[config.mk]
export PLATFORM = sky130hd
export DESIGN_NAME = vga_timing_gen_flat
export DESIGN_NICKNAME = d
export VERILOG_FILES = /design/src/rtl/vga_timing_gen_pkg.sv /design/src/rtl/vga_timing_gen_if.sv /design/src/rtl/vga_timing_gen_clk_en_div.sv /design/src/rtl/vga_timing_gen.sv /design/src/flat_wrapper.sv
export SDC_FILE = /design/constraint.sdc
export NUM_CORES = 1
export LEC_CHECK = 0
export CAP_MARGIN = 20
export CORE_UTILIZATION = 52
export DETAILED_ROUTE_END_ITERATION = 8
export GPL_ROUTABILITY_DRIVEN = 0
export GPL_TIMING_DRIVEN = 0
export PLACE_DENSITY = 0.83
export SYNTH_ARGS = -nofsm -noshare
export SYNTH_HDL_FRONTEND = slang
export SYNTH_HIERARCHICAL = 1
export SYNTH_SLANG_ARGS = --single-unit
[constraint.sdc]
create_clock -name clk -period 4.57 [get_ports clk]
set_input_delay 0.457 -clock clk [delete_from_list [all_inputs] [get_ports clk]]
set_output_delay 0.457 -clock clk [all_outputs]
set_load 0.01 [all_outputs]
[src/rtl/vga_timing_gen_pkg.sv]
// vga_timing_pkg: shared timing constants for the VGA raster generator.
// Holds the mode parameter sets for 640x480@60 and 800x600@60 plus a
// helper that sums the four segments of a line or frame into its total.
// No ports; imported by the top level and by benches that pick a mode.
package vga_timing_pkg;

  // Total length of a line (or frame) from its four segments.
  function automatic int calcTotal(input int display, input int front,
                                   input int sync, input int back);
    return display + front + sync + back;
  endfunction

  // 640x480@60, 25.175 MHz pixel clock, 800x525 total, negative syncs
  localparam int VGA640_H_DISPLAY = 640;
  localparam int VGA640_H_FRONT   = 16;
  localparam int VGA640_H_SYNC    = 96;
  localparam int VGA640_H_BACK    = 48;
  localparam int VGA640_V_DISPLAY = 480;
  localparam int VGA640_V_FRONT   = 10;
  localparam int VGA640_V_SYNC    = 2;
  localparam int VGA640_V_BACK    = 33;
  localparam bit VGA640_HSYNC_POL = 1'b0;
  localparam bit VGA640_VSYNC_POL = 1'b0;
  localparam int VGA640_H_TOTAL   = calcTotal(VGA640_H_DISPLAY, VGA640_H_FRONT,
                                              VGA640_H_SYNC, VGA640_H_BACK);
  localparam int VGA640_V_TOTAL   = calcTotal(VGA640_V_DISPLAY, VGA640_V_FRONT,
                                              VGA640_V_SYNC, VGA640_V_BACK);

  // 800x600@60, 40 MHz pixel clock, 1056x628 total, positive syncs
  localparam int VGA800_H_DISPLAY = 800;
  localparam int VGA800_H_FRONT   = 40;
  localparam int VGA800_H_SYNC    = 128;
  localparam int VGA800_H_BACK    = 88;
  localparam int VGA800_V_DISPLAY = 600;
  localparam int VGA800_V_FRONT   = 1;
  localparam int VGA800_V_SYNC    = 4;
  localparam int VGA800_V_BACK    = 23;
  localparam bit VGA800_HSYNC_POL = 1'b1;
  localparam bit VGA800_VSYNC_POL = 1'b1;
  localparam int VGA800_H_TOTAL   = calcTotal(VGA800_H_DISPLAY, VGA800_H_FRONT,
                                              VGA800_H_SYNC, VGA800_H_BACK);
  localparam int VGA800_V_TOTAL   = calcTotal(VGA800_V_DISPLAY, VGA800_V_FRONT,
                                              VGA800_V_SYNC, VGA800_V_BACK);

endpackage

[src/rtl/vga_timing_gen_if.sv]
// vga_timing_gen_if: raster timing bundle produced by vga_timing_gen.
// Signals: pix_tick (pixel-rate enable), pixel_x/pixel_y (CNT_W-bit raster
// position), video_on, hsync, vsync, line_start, frame_start.
// Modports: master drives the bundle (timing generator), slave consumes it
// (pixel generators, frame-buffer readers).
interface vga_timing_gen_if #(
  parameter int CNT_W = 10
) ();

  logic             pix_tick;
  logic [CNT_W-1:0] pixel_x;
  logic [CNT_W-1:0] pixel_y;
  logic             video_on;
  logic             hsync;
  logic             vsync;
  logic             line_start;
  logic             frame_start;

  modport master (
    output pix_tick, pixel_x, pixel_y, video_on, hsync, vsync,
           line_start, frame_start
  );

  modport slave (
    input pix_tick, pixel_x, pixel_y, video_on, hsync, vsync,
          line_start, frame_start
  );

endinterface

[src/rtl/vga_timing_gen_clk_en_div.sv]
// clk_en_div: divides the system clock down to a one-clk pixel-rate enable.
// Ports: clk, reset (async, active-high), enable_i (run/freeze),
// pix_tick_o (high for one clk every DIV clks while enabled).
// Dropping enable_i clears the count, so the first tick after re-enabling
// always lands a full DIV clks later.
module clk_en_div #(
  parameter int DIV = 4
) (
  input  logic clk,
  input  logic reset,
  input  logic enable_i,
  output logic pix_tick_o
);

  // One bit is kept even for DIV=1 so the counter is never zero-width;
  // it then stays at 0 and the tick simply follows enable.
  localparam int DIV_W = (DIV > 1) ? $clog2(DIV) : 1;
  localparam logic [DIV_W-1:0] DIV_LAST = DIV_W'(DIV - 1);

  logic [DIV_W-1:0] divCount_q;
  logic [DIV_W-1:0] divCount_d;
  logic             divWrap;

  assign divWrap    = (divCount_q == DIV_LAST);
  assign pix_tick_o = enable_i && divWrap;

  // Next count: advance while enabled, clear on wrap or when frozen.
  always_comb begin
    divCount_d = divCount_q + DIV_W'(1);
    if (!enable_i || divWrap) begin
      divCount_d = '0;
    end
  end

  // Divider register.
  always_ff @(posedge clk or posedge reset) begin
    if (reset) begin
      divCount_q <= '0;
    end else begin
      divCount_q <= divCount_d;
    end
  end

endmodule

[src/rtl/vga_timing_gen.sv]
// vga_timing_gen: parametrised VESA-style raster timing generator.
// Ports: clk, reset (async, active-high), enable (run/freeze), and the
// vga_timing_gen_if master bundle carrying pix_tick, pixel_x, pixel_y,
// video_on, hsync, vsync, line_start, frame_start.
// video_on/hsync/vsync are registered from the next-state counters so they
// always describe the pixel_x/pixel_y shown in the same cycle.
module vga_timing_gen
  import vga_timing_pkg::*;
#(
  parameter int H_DISPLAY = 640,
  parameter int H_FRONT   = 16,
  parameter int H_SYNC    = 96,
  parameter int H_BACK    = 48,
  parameter int V_DISPLAY = 480,
  parameter int V_FRONT   = 10,
  parameter int V_SYNC    = 2,
  parameter int V_BACK    = 33,
  parameter int CLK_DIV   = 4,
  parameter bit HSYNC_POL = 1'b0,
  parameter bit VSYNC_POL = 1'b0,
  parameter int CNT_W     = 10
) (
  input  logic             clk,
  input  logic             reset,
  input  logic             enable,
  vga_timing_gen_if.master vga
);

  localparam int H_TOTAL = calcTotal(H_DISPLAY, H_FRONT, H_SYNC, H_BACK);
  localparam int V_TOTAL = calcTotal(V_DISPLAY, V_FRONT, V_SYNC, V_BACK);

  // Region limits are held as 32-bit unsigned values and the counters are
  // zero-extended to match, so no limit is ever truncated to CNT_W bits.
  localparam logic [31:0] H_LAST       = 32'(H_TOTAL - 1);
  localparam logic [31:0] V_LAST       = 32'(V_TOTAL - 1);
  localparam logic [31:0] H_DISP_END   = 32'(H_DISPLAY);
  localparam logic [31:0] V_DISP_END   = 32'(V_DISPLAY);
  localparam logic [31:0] H_SYNC_START = 32'(H_DISPLAY + H_FRONT);
  localparam logic [31:0] H_SYNC_END   = 32'(H_DISPLAY + H_FRONT + H_SYNC);
  localparam logic [31:0] V_SYNC_START = 32'(V_DISPLAY + V_FRONT);
  localparam logic [31:0] V_SYNC_END   = 32'(V_DISPLAY + V_FRONT + V_SYNC);

  logic             pixTick;
  logic [CNT_W-1:0] xCount_q, xCount_d;
  logic [CNT_W-1:0] yCount_q, yCount_d;
  logic             videoOn_q, videoOn_d;
  logic             hsync_q, hsync_d;
  logic             vsync_q, vsync_d;
  logic [31:0]      xNow, yNow, xNext, yNext;

  clk_en_div #(
    .DIV(CLK_DIV)
  ) uClkEnDiv (
    .clk       (clk),
    .reset     (reset),
    .enable_i  (enable),
    .pix_tick_o(pixTick)
  );

  assign xNow  = 32'(xCount_q);
  assign yNow  = 32'(yCount_q);
  assign xNext = 32'(xCount_d);
  assign yNext = 32'(yCount_d);

  // Raster position: x steps on each pixel tick, y steps when x wraps,
  // and both wrap together on the last pixel of the frame.
  always_comb begin
    xCount_d = xCount_q;
    yCount_d = yCount_q;
    if (pixTick) begin
      if (xNow == H_LAST) begin
        xCount_d = '0;
        if (yNow == V_LAST) begin
          yCount_d = '0;
        end else begin
          yCount_d = yCount_q + CNT_W'(1);
        end
      end else begin
        xCount_d = xCount_q + CNT_W'(1);
      end
    end
  end

  // Region decode of the position the counters are about to hold, so the
  // registered result lines up with the counters after the edge.
  always_comb begin
    videoOn_d = (xNext < H_DISP_END) && (yNext < V_DISP_END);
    hsync_d   = ((xNext >= H_SYNC_START) && (xNext < H_SYNC_END)) ?
                HSYNC_POL : ~HSYNC_POL;
    vsync_d   = ((yNext >= V_SYNC_START) && (yNext < V_SYNC_END)) ?
                VSYNC_POL : ~VSYNC_POL;
  end

  // Counter and decode registers; reset parks the syncs at their idle level.
  always_ff @(posedge clk or posedge reset) begin
    if (reset) begin
      xCount_q  <= '0;
      yCount_q  <= '0;
      videoOn_q <= 1'b0;
      hsync_q   <= ~HSYNC_POL;
      vsync_q   <= ~VSYNC_POL;
    end else begin
      xCount_q  <= xCount_d;
      yCount_q  <= yCount_d;
      videoOn_q <= videoOn_d;
      hsync_q   <= hsync_d;
      vsync_q   <= vsync_d;
    end
  end

  // Strobes mark the final clk of pixel (0,y), i.e. the tick that leaves it.
  assign vga.pix_tick    = pixTick;
  assign vga.pixel_x     = xCount_q;
  assign vga.pixel_y     = yCount_q;
  assign vga.video_on    = videoOn_q;
  assign vga.hsync       = hsync_q;
  assign vga.vsync       = vsync_q;
  assign vga.line_start  = pixTick && (xCount_q == '0);
  assign vga.frame_start = pixTick && (xCount_q == '0) && (yCount_q == '0);

endmodule

[src/flat_wrapper.sv]
// flat-port wrapper written by rule: the top's interface ports become plain ports
module vga_timing_gen_flat import vga_timing_pkg::*;
#(
  parameter int H_DISPLAY = 640,
  parameter int H_FRONT   = 16,
  parameter int H_SYNC    = 96,
  parameter int H_BACK    = 48,
  parameter int V_DISPLAY = 480,
  parameter int V_FRONT   = 10,
  parameter int V_SYNC    = 2,
  parameter int V_BACK    = 33,
  parameter int CLK_DIV   = 4,
  parameter bit HSYNC_POL = 1'b0,
  parameter bit VSYNC_POL = 1'b0,
  parameter int CNT_W     = 10
)
  (clk, reset, enable, vga_pix_tick, vga_pixel_x, vga_pixel_y, vga_video_on, vga_hsync, vga_vsync, vga_line_start, vga_frame_start);
  vga_timing_gen_if #(.CNT_W(CNT_W)) vga_i ();
  input  logic clk;
  input  logic reset;
  input  logic enable;
  output wire logic [$bits(vga_i.pix_tick)-1:0] vga_pix_tick;
  output wire logic [$bits(vga_i.pixel_x)-1:0] vga_pixel_x;
  output wire logic [$bits(vga_i.pixel_y)-1:0] vga_pixel_y;
  output wire logic [$bits(vga_i.video_on)-1:0] vga_video_on;
  output wire logic [$bits(vga_i.hsync)-1:0] vga_hsync;
  output wire logic [$bits(vga_i.vsync)-1:0] vga_vsync;
  output wire logic [$bits(vga_i.line_start)-1:0] vga_line_start;
  output wire logic [$bits(vga_i.frame_start)-1:0] vga_frame_start;
  assign vga_pix_tick = vga_i.pix_tick;
  assign vga_pixel_x = vga_i.pixel_x;
  assign vga_pixel_y = vga_i.pixel_y;
  assign vga_video_on = vga_i.video_on;
  assign vga_hsync = vga_i.hsync;
  assign vga_vsync = vga_i.vsync;
  assign vga_line_start = vga_i.line_start;
  assign vga_frame_start = vga_i.frame_start;
  vga_timing_gen #(.H_DISPLAY(H_DISPLAY), .H_FRONT(H_FRONT), .H_SYNC(H_SYNC), .H_BACK(H_BACK), .V_DISPLAY(V_DISPLAY), .V_FRONT(V_FRONT), .V_SYNC(V_SYNC), .V_BACK(V_BACK), .CLK_DIV(CLK_DIV), .HSYNC_POL(HSYNC_POL), .VSYNC_POL(VSYNC_POL), .CNT_W(CNT_W)) u_core (.clk(clk), .reset(reset), .enable(enable), .vga(vga_i));
endmodule
==> flow_summary_export.csv, run 1 <==
group,metric,value,unit
run_status,status,"finished clean",
timing,setup_viol,0,
pwr,leakagePower,0.750,nW
die,initial_core_util,56.7,%
die,die_x,54.9,um
timing,period_needed,3.26,ns
synthesis,synth-main-ff-cell,"dfrtp_1",
timing,fin_setup_tns,0,ns
synthesis,synth-seq-cells,25,
finish,utilization,70.1,%
timing,worstMarginPinSlew,0.890,ns
synthesis,yosysWarningCount,6,
route,viasPerCell,6.01,
grt,grt_use_total,24.8,%
setup_path,worstPathRequired,4.11,ns
synthesis,async_flop_share,100,%
timing,finClkSkew,0.00344,ns
placed_design,postPlaceCellArea,1770,um^2
flow_run,maxCapViolCount,0,
clocking,clockBufferDepth,2,
synthesis,yosysSeqAreaShare,43.2,%
timing,worst_slack,1.31,ns
finish,fin_area,1800,um^2
pwr,ir_drop,271,uV
clocking,clock_insertion_delay_worst_skew,0.31,ns
clocking,cts_sinks,25,
setup_path,crit_type,"input port to output pin",
setup_path,cp_max_fo,9,
die,die-area,3010,um^2
clocking,postCtsSetupRepairBufs,0,
finish,design.final.nets,188,
finish,fill_cells,205,
route,vias,1257,
setup_path,max_stage_delay,0.58,ns
setup_path,arrival,2.80,ns
setup_path,cp_num_buf_inv,3,
synthesis,syn_area,1460,um^2
grt,antenna_found_initial,0,
setup_path,critPathSlowestCell,"clkdlybuf4s50_1",
route,wl_per_cell,15.2,um
route,dr.pass1.iters,4,
setup_path,start_kind,"input port",
clocking,clk_pin_slew_worst_paths,0.13,ns
min_path,hold_class,"input port to async pin",
timing,post-route-period-util,71.3,%
grt,use_met1,31.5,%
synthesis,synth_edf_count,0,
die,pin_count,29,
finish,drive_gt1_share,11.7,%
route,drc,0,
setup_path,critPathCaptureType,"output pin",
synthesis,syn_nets,155,
die,core,2570,um^2
grt,top_usage_layer,"met2",
pwr,power_density,261,nW/um^2
timing,hold_violations,0,
setup_path,crit_chain,"clkdlybuf4s50_1 > and2_2 > buf_2 > nor4b_4 > and4b_1 > nor4bb_1 > clkdlybuf4s50_1",
timing,fmax,307,MHz
synthesis,netlist_instances,147,
placed_design,dpl_worst_slack,1.31,ns
setup_path,crit_family,"buffers and inverters",
route,drtAntennaViolNets,0,
die,rows,18,
timing,relSlewSlack,40.6,%
route,wl,3170,um
placed_design,hpwlAfterDp,2420,um
setup_path,crit_top_cell,"clkdlybuf4s50_1",
clocking,root_buffer,"clkbuf_4",
clocking,cts_tree,"done",
synthesis,syn_avg_cell_area,9.90,um^2
timing,grt_setup_unrepaired,"no",
clocking,cts_buffers,3,
grt,use_met3,3.01,%
placed_design,io_buffers,28,
synthesis,synth_cell_type_count,49,
grt,grt_max_degree,24,
clocking,hold_buffers,0,
grt,grt_util_met2,42.6,%
timing,report.final.slew_viol_count,0,
grt,grt_pass1_vias,1226,
finish,synthToLayoutAreaGrowth,23.6,%
route,drtIter0Drc,29,
clocking,post_cts_resized,0,
clocking,htreeDepth,1,
grt,grt_overflow,0,
finish,diodes,0,
grt,grt_pass1_wl,5330,um
die,chipHeight,54.9,um
[sequential cells by signal, summed over array words and instances, names as in the netlist]
register,cells
u_core/vga.pixel_y,10
u_core/vga.pixel_x,10
u_core/vga.video_on,1
u_core/uClkEnDiv/divCount_q,2
u_core/vga.hsync,1
u_core/vga.vsync,1
[report_power, final]
group / switching (mW) / internal, mW
Combinational: 0.0459 / 0.0563
Sequential: 0.0304 / 0.241
Clock: 0.0626 / 0.0340
Total: 0.139 / 0.332
[layer usage]
layer	wire, um	part of all wire [%]
met3	130	4.1
met4	46	1.5
met2	1570	49
met5	0	0
met1	1430	45
[placed cells by master (no fill, tap or decap), types with 3 or more instances in the layout]
cell	netlist	routed
nor4_1	4	4
clkbuf_4	0	3
a21oi_1	3	3
dfrtp_1	23	23
clkdlybuf4s50_1	0	28
xnor2_1	7	7
nand4_1	4	4
inv_1	7	7
ha_1	5	5
nand3_1	8	8
nand2_1	15	15
and3_1	3	3
xor2_1	4	4
clkbuf_1	2	3
nor3_1	7	7
nor2_1	7	7
o21ai_0	7	7
[area by class of cell]
type / instances / area, um^2 / share of cell area [%]
Buffer: 6 / 38.8 / 2.16
Tap cell: 30 / 37.5 / 2.09
Timing Repair Buffer: 28 / 280 / 15.6
Inverter: 7 / 26.3 / 1.46
Multi-Input combinational cell: 109 / 762 / 42.4
Clock buffer: 4 / 26.3 / 1.46
Sequential cell: 25 / 628 / 34.9
[worst reg2reg max path: cells and delay by family (launching register included)]
kind,cells,cell delay (ns)
buffers and inverters,1,0.18
adders and majority gates,1,0.21
and+or+nand+nor,6,1.64
DFF,1,0.39
xor gates and xnor gates,1,0.15
[Yosys cell counts, types with 2 or more instances]
cell type | count | area share, %
a211o_1 | 2 | 1.2
or3_1 | 2 | 0.86
nor3_1 | 7 | 2.4
buf_4 | 2 | 1.0
nand2b_1 | 2 | 0.86
clkbuf_1 | 2 | 0.52
nand3_1 | 8 | 2.8
a21oi_1 | 3 | 1.0
dfrtp_1 | 23 | 40
nor2_1 | 7 | 1.8
inv_1 | 7 | 1.8
nand2_1 | 15 | 3.9
dfstp_2 | 2 | 3.6
nand4b_1 | 2 | 1.2
ha_1 | 5 | 4.3
xor2_1 | 4 | 2.4
nand4_1 | 4 | 1.7
xnor2_1 | 7 | 4.2
o21ai_0 | 7 | 2.4
nor4_1 | 4 | 1.7
o31ai_1 | 2 | 1.0
and3_1 | 3 | 1.3
[logic make-up after synthesis]
group                      synth area share (%)
AOI/OAI and AO/OA                          10.1
xor gates and xnor gates                   7.74
adders and majority gates                  4.30
buffers and inverters                      4.47
DFF                                        43.2
muxes                                     0.688
and+or+nand+nor                            29.5
[final timing paths]
check	start	endpoint	slack [ns]	depth (start not counted)
max	enable	vga_frame_start	1.31	7
min	reset	u_core/uClkEnDiv/divCount_q[0]	0.31	2
max reg2reg	u_core/uClkEnDiv/divCount_q[0]	u_core/vga.video_on	1.92	9
min reg2reg	u_core/uClkEnDiv/divCount_q[0]	u_core/uClkEnDiv/divCount_q[0]	0.47	1
max in group asynchronous	reset	u_core/vga.pixel_y[3]	3.36	2
min in group clk	u_core/uClkEnDiv/divCount_q[0]	u_core/uClkEnDiv/divCount_q[0]	0.47	1
[per-stage QoR]
step,power (mW),std cells,hold WS (ns)
finish,0.470,209,0.314
global route,0.500,209,0.319
CTS,0.477,209,0.311
detailed placement,0.378,205,0.450
global placement,0.371,205,0.439
floorplan,0.321,147,0.198
No activity file was read; power rests on OpenSTA's default activity.
==> run 2: changes to the inputs <==
Settings changed: CORE_UTILIZATION 52 to 46, PLACE_DENSITY 0.83 to 0.78.
Clock period 4.57 ns to 2.85 ns, I/O delays scaled along.
==> run 2 against run 1 <==
Total power up 64%; first-iteration DRC count unchanged; sequential share of layout area down 0.53 points; critical path type is now flop to flop; combinational power up 63%; final cell count up 7.2%; clock skew up 0.010 ns.
==> flow_summary_export.csv, run 2 (same netlist as run 1, synthesis figures left out) <==
group,metric,value,unit
finish,multi_input_area,762,um^2
timing,relSlewSlack,39.8,%
timing,fmax,378,MHz
route,drtAntennaViolNets,0,
timing,holdWs,0.118,ns
route,wl,3330,um
timing,post-route-period-util,92.8,%
grt,grt_use_total,22.1,%
clocking,clockBufferDepth,2,
clocking,cts_tree,"done",
die,die-area,3390,um^2
die,pin_count,29,
die,rows,20,
grt,grt_pass1_wl,5730,um
pwr,power_density,422,nW/um^2
timing,worstMarginPinSlew,0.903,ns
setup_path,max_stage_delay,0.43,ns
die,core,3030,um^2
setup_path,cp_num_buf_inv,2,
grt,grt_max_degree,24,
finish,drive_gt1_share,12.8,%
timing,report.final.slew_viol_count,0,
die,chipHeight,58.2,um
setup_path,crit_family,"simple AND/OR/NAND/NOR gates",
grt,grt_pass1_vias,1309,
setup_path,arrival,2.89,ns
die,initial_core_util,48.1,%
timing,fin_setup_tns,0,ns
die,die_x,58.2,um
min_path,hold_class,"input port to async pin",
clocking,clock_insertion_delay_worst_skew,0.33,ns
clocking,cts_buffers,3,
grt,antenna_found_initial,0,
clocking,root_buffer,"clkbuf_4",
finish,fill_cells,271,
placed_design,io_buffers,28,
clocking,clk_pin_slew_worst_paths,0.15,ns
clocking,cts_sinks,25,
setup_path,reg2reg_depth,10,
finish,layout_commonest_cell,"clkdlybuf4s50_1",
pwr,finalPower,0.770,mW
grt,grt_overflow,0,
flow_run,maxCapViolCount,0,
route,viasPerCell,5.63,
clocking,hold_buffers,0,
timing,period_needed,2.65,ns
setup_path,worstPathRequired,3.09,ns
finish,stdcell_count,224,
setup_path,crit_type,"flop to flop",
setup_path,critPathCaptureType,"flop",
timing,setup_viol,0,
route,drc,0,
finish,register_area,628,um^2
setup_path,critPathSlowestCell,"or3_4",
route,wl_per_cell,14.9,um
pwr,leakagePower,0.760,nW
setup_path,crit_cells,10,
finish,synthToLayoutAreaGrowth,25.5,%
finish,final_cell_mix,"clkdlybuf4s50_1, dfrtp_1, nand2_1",
setup_path,start_kind,"flop",
placed_design,postPlaceCellArea,1790,um^2
timing,hold_violations,0,
clocking,htreeDepth,1,
finish,utilization,60.3,%
placed_design,hpwlAfterDp,2460,um
route,dr.pass1.iters,4,
timing,worst_slack,0.205,ns
setup_path,crit_chain,"ha_1 > and2_2 > buf_2 > nor4b_4 > buf_4 > nand3_2 > or3_4 > xnor2_2 > and4_1 > nor4_1",
run_status,status,"finished clean",
timing,grt_setup_unrepaired,"no",
timing,finClkSkew,0.0137,ns
pwr,ir_drop,373,uV
finish,fin_area,1830,um^2
placed_design,dpl.cell_count,219,
route,drtIter0Drc,29,
setup_path,cp_max_fo,9,
finish,diodes,0,
placed_design,dpl_worst_slack,-0.0591,ns
finish,design.final.nets,189,
route,vias,1260,
-- run 2: final cells by class --
type | count | share of cell area (%)
Buffer | 6 | 2.12
Clock buffer | 3 | 1.23
Clock inverter | 1 | 0.411
Inverter | 7 | 1.44
Multi-Input combinational cell | 109 | 41.7
Sequential cell | 25 | 34.4
Tap cell | 44 | 3.01
Timing Repair Buffer | 29 | 15.7
-- run 2: what timing repair did --
| action | 4_1_cts | 5_1_grt |
|---|---|---|
| setup endpoints to repair | 1 | 0 |
| resized for setup | 1 | 0 |
| buffers inserted | 1 | 0 |
| hold endpoints to repair | 0 | 0 |
-- run 2: path summary, 6_finish.rpt --
kind | slack [ns] | start | to
worst max-delay path | 0.20 | u_core/uClkEnDiv/divCount_q[0] | u_core/vga.video_on
worst min-delay path | 0.12 | reset | u_core/uClkEnDiv/divCount_q[1]
worst max register to register | 0.20 | u_core/uClkEnDiv/divCount_q[0] | u_core/vga.video_on
worst min register to register | 0.46 | u_core/uClkEnDiv/divCount_q[0] | u_core/uClkEnDiv/divCount_q[0]
max in group asynchronous | 1.83 | reset | u_core/vga.pixel_x[3]
min in group clk | 0.46 | u_core/uClkEnDiv/divCount_q[0] | u_core/uClkEnDiv/divCount_q[0]
-- run 2: layer usage --
| layer | GRT usage [%] | part of all wire (%) |
|---|---|---|
| met4 | 9.86 | 1.9 |
| met2 | 38.1 | 50 |
| met5 | 0 | 0 |
| met1 | 27.2 | 43 |
| met3 | 3.35 | 4.7 |
-- run 2: power breakdown --
group          internal [mW]  total (mW)  switching (mW)
Sequential             0.387       0.436          0.0495
Clock                 0.0537       0.168           0.114
Combinational         0.0911       0.166          0.0751
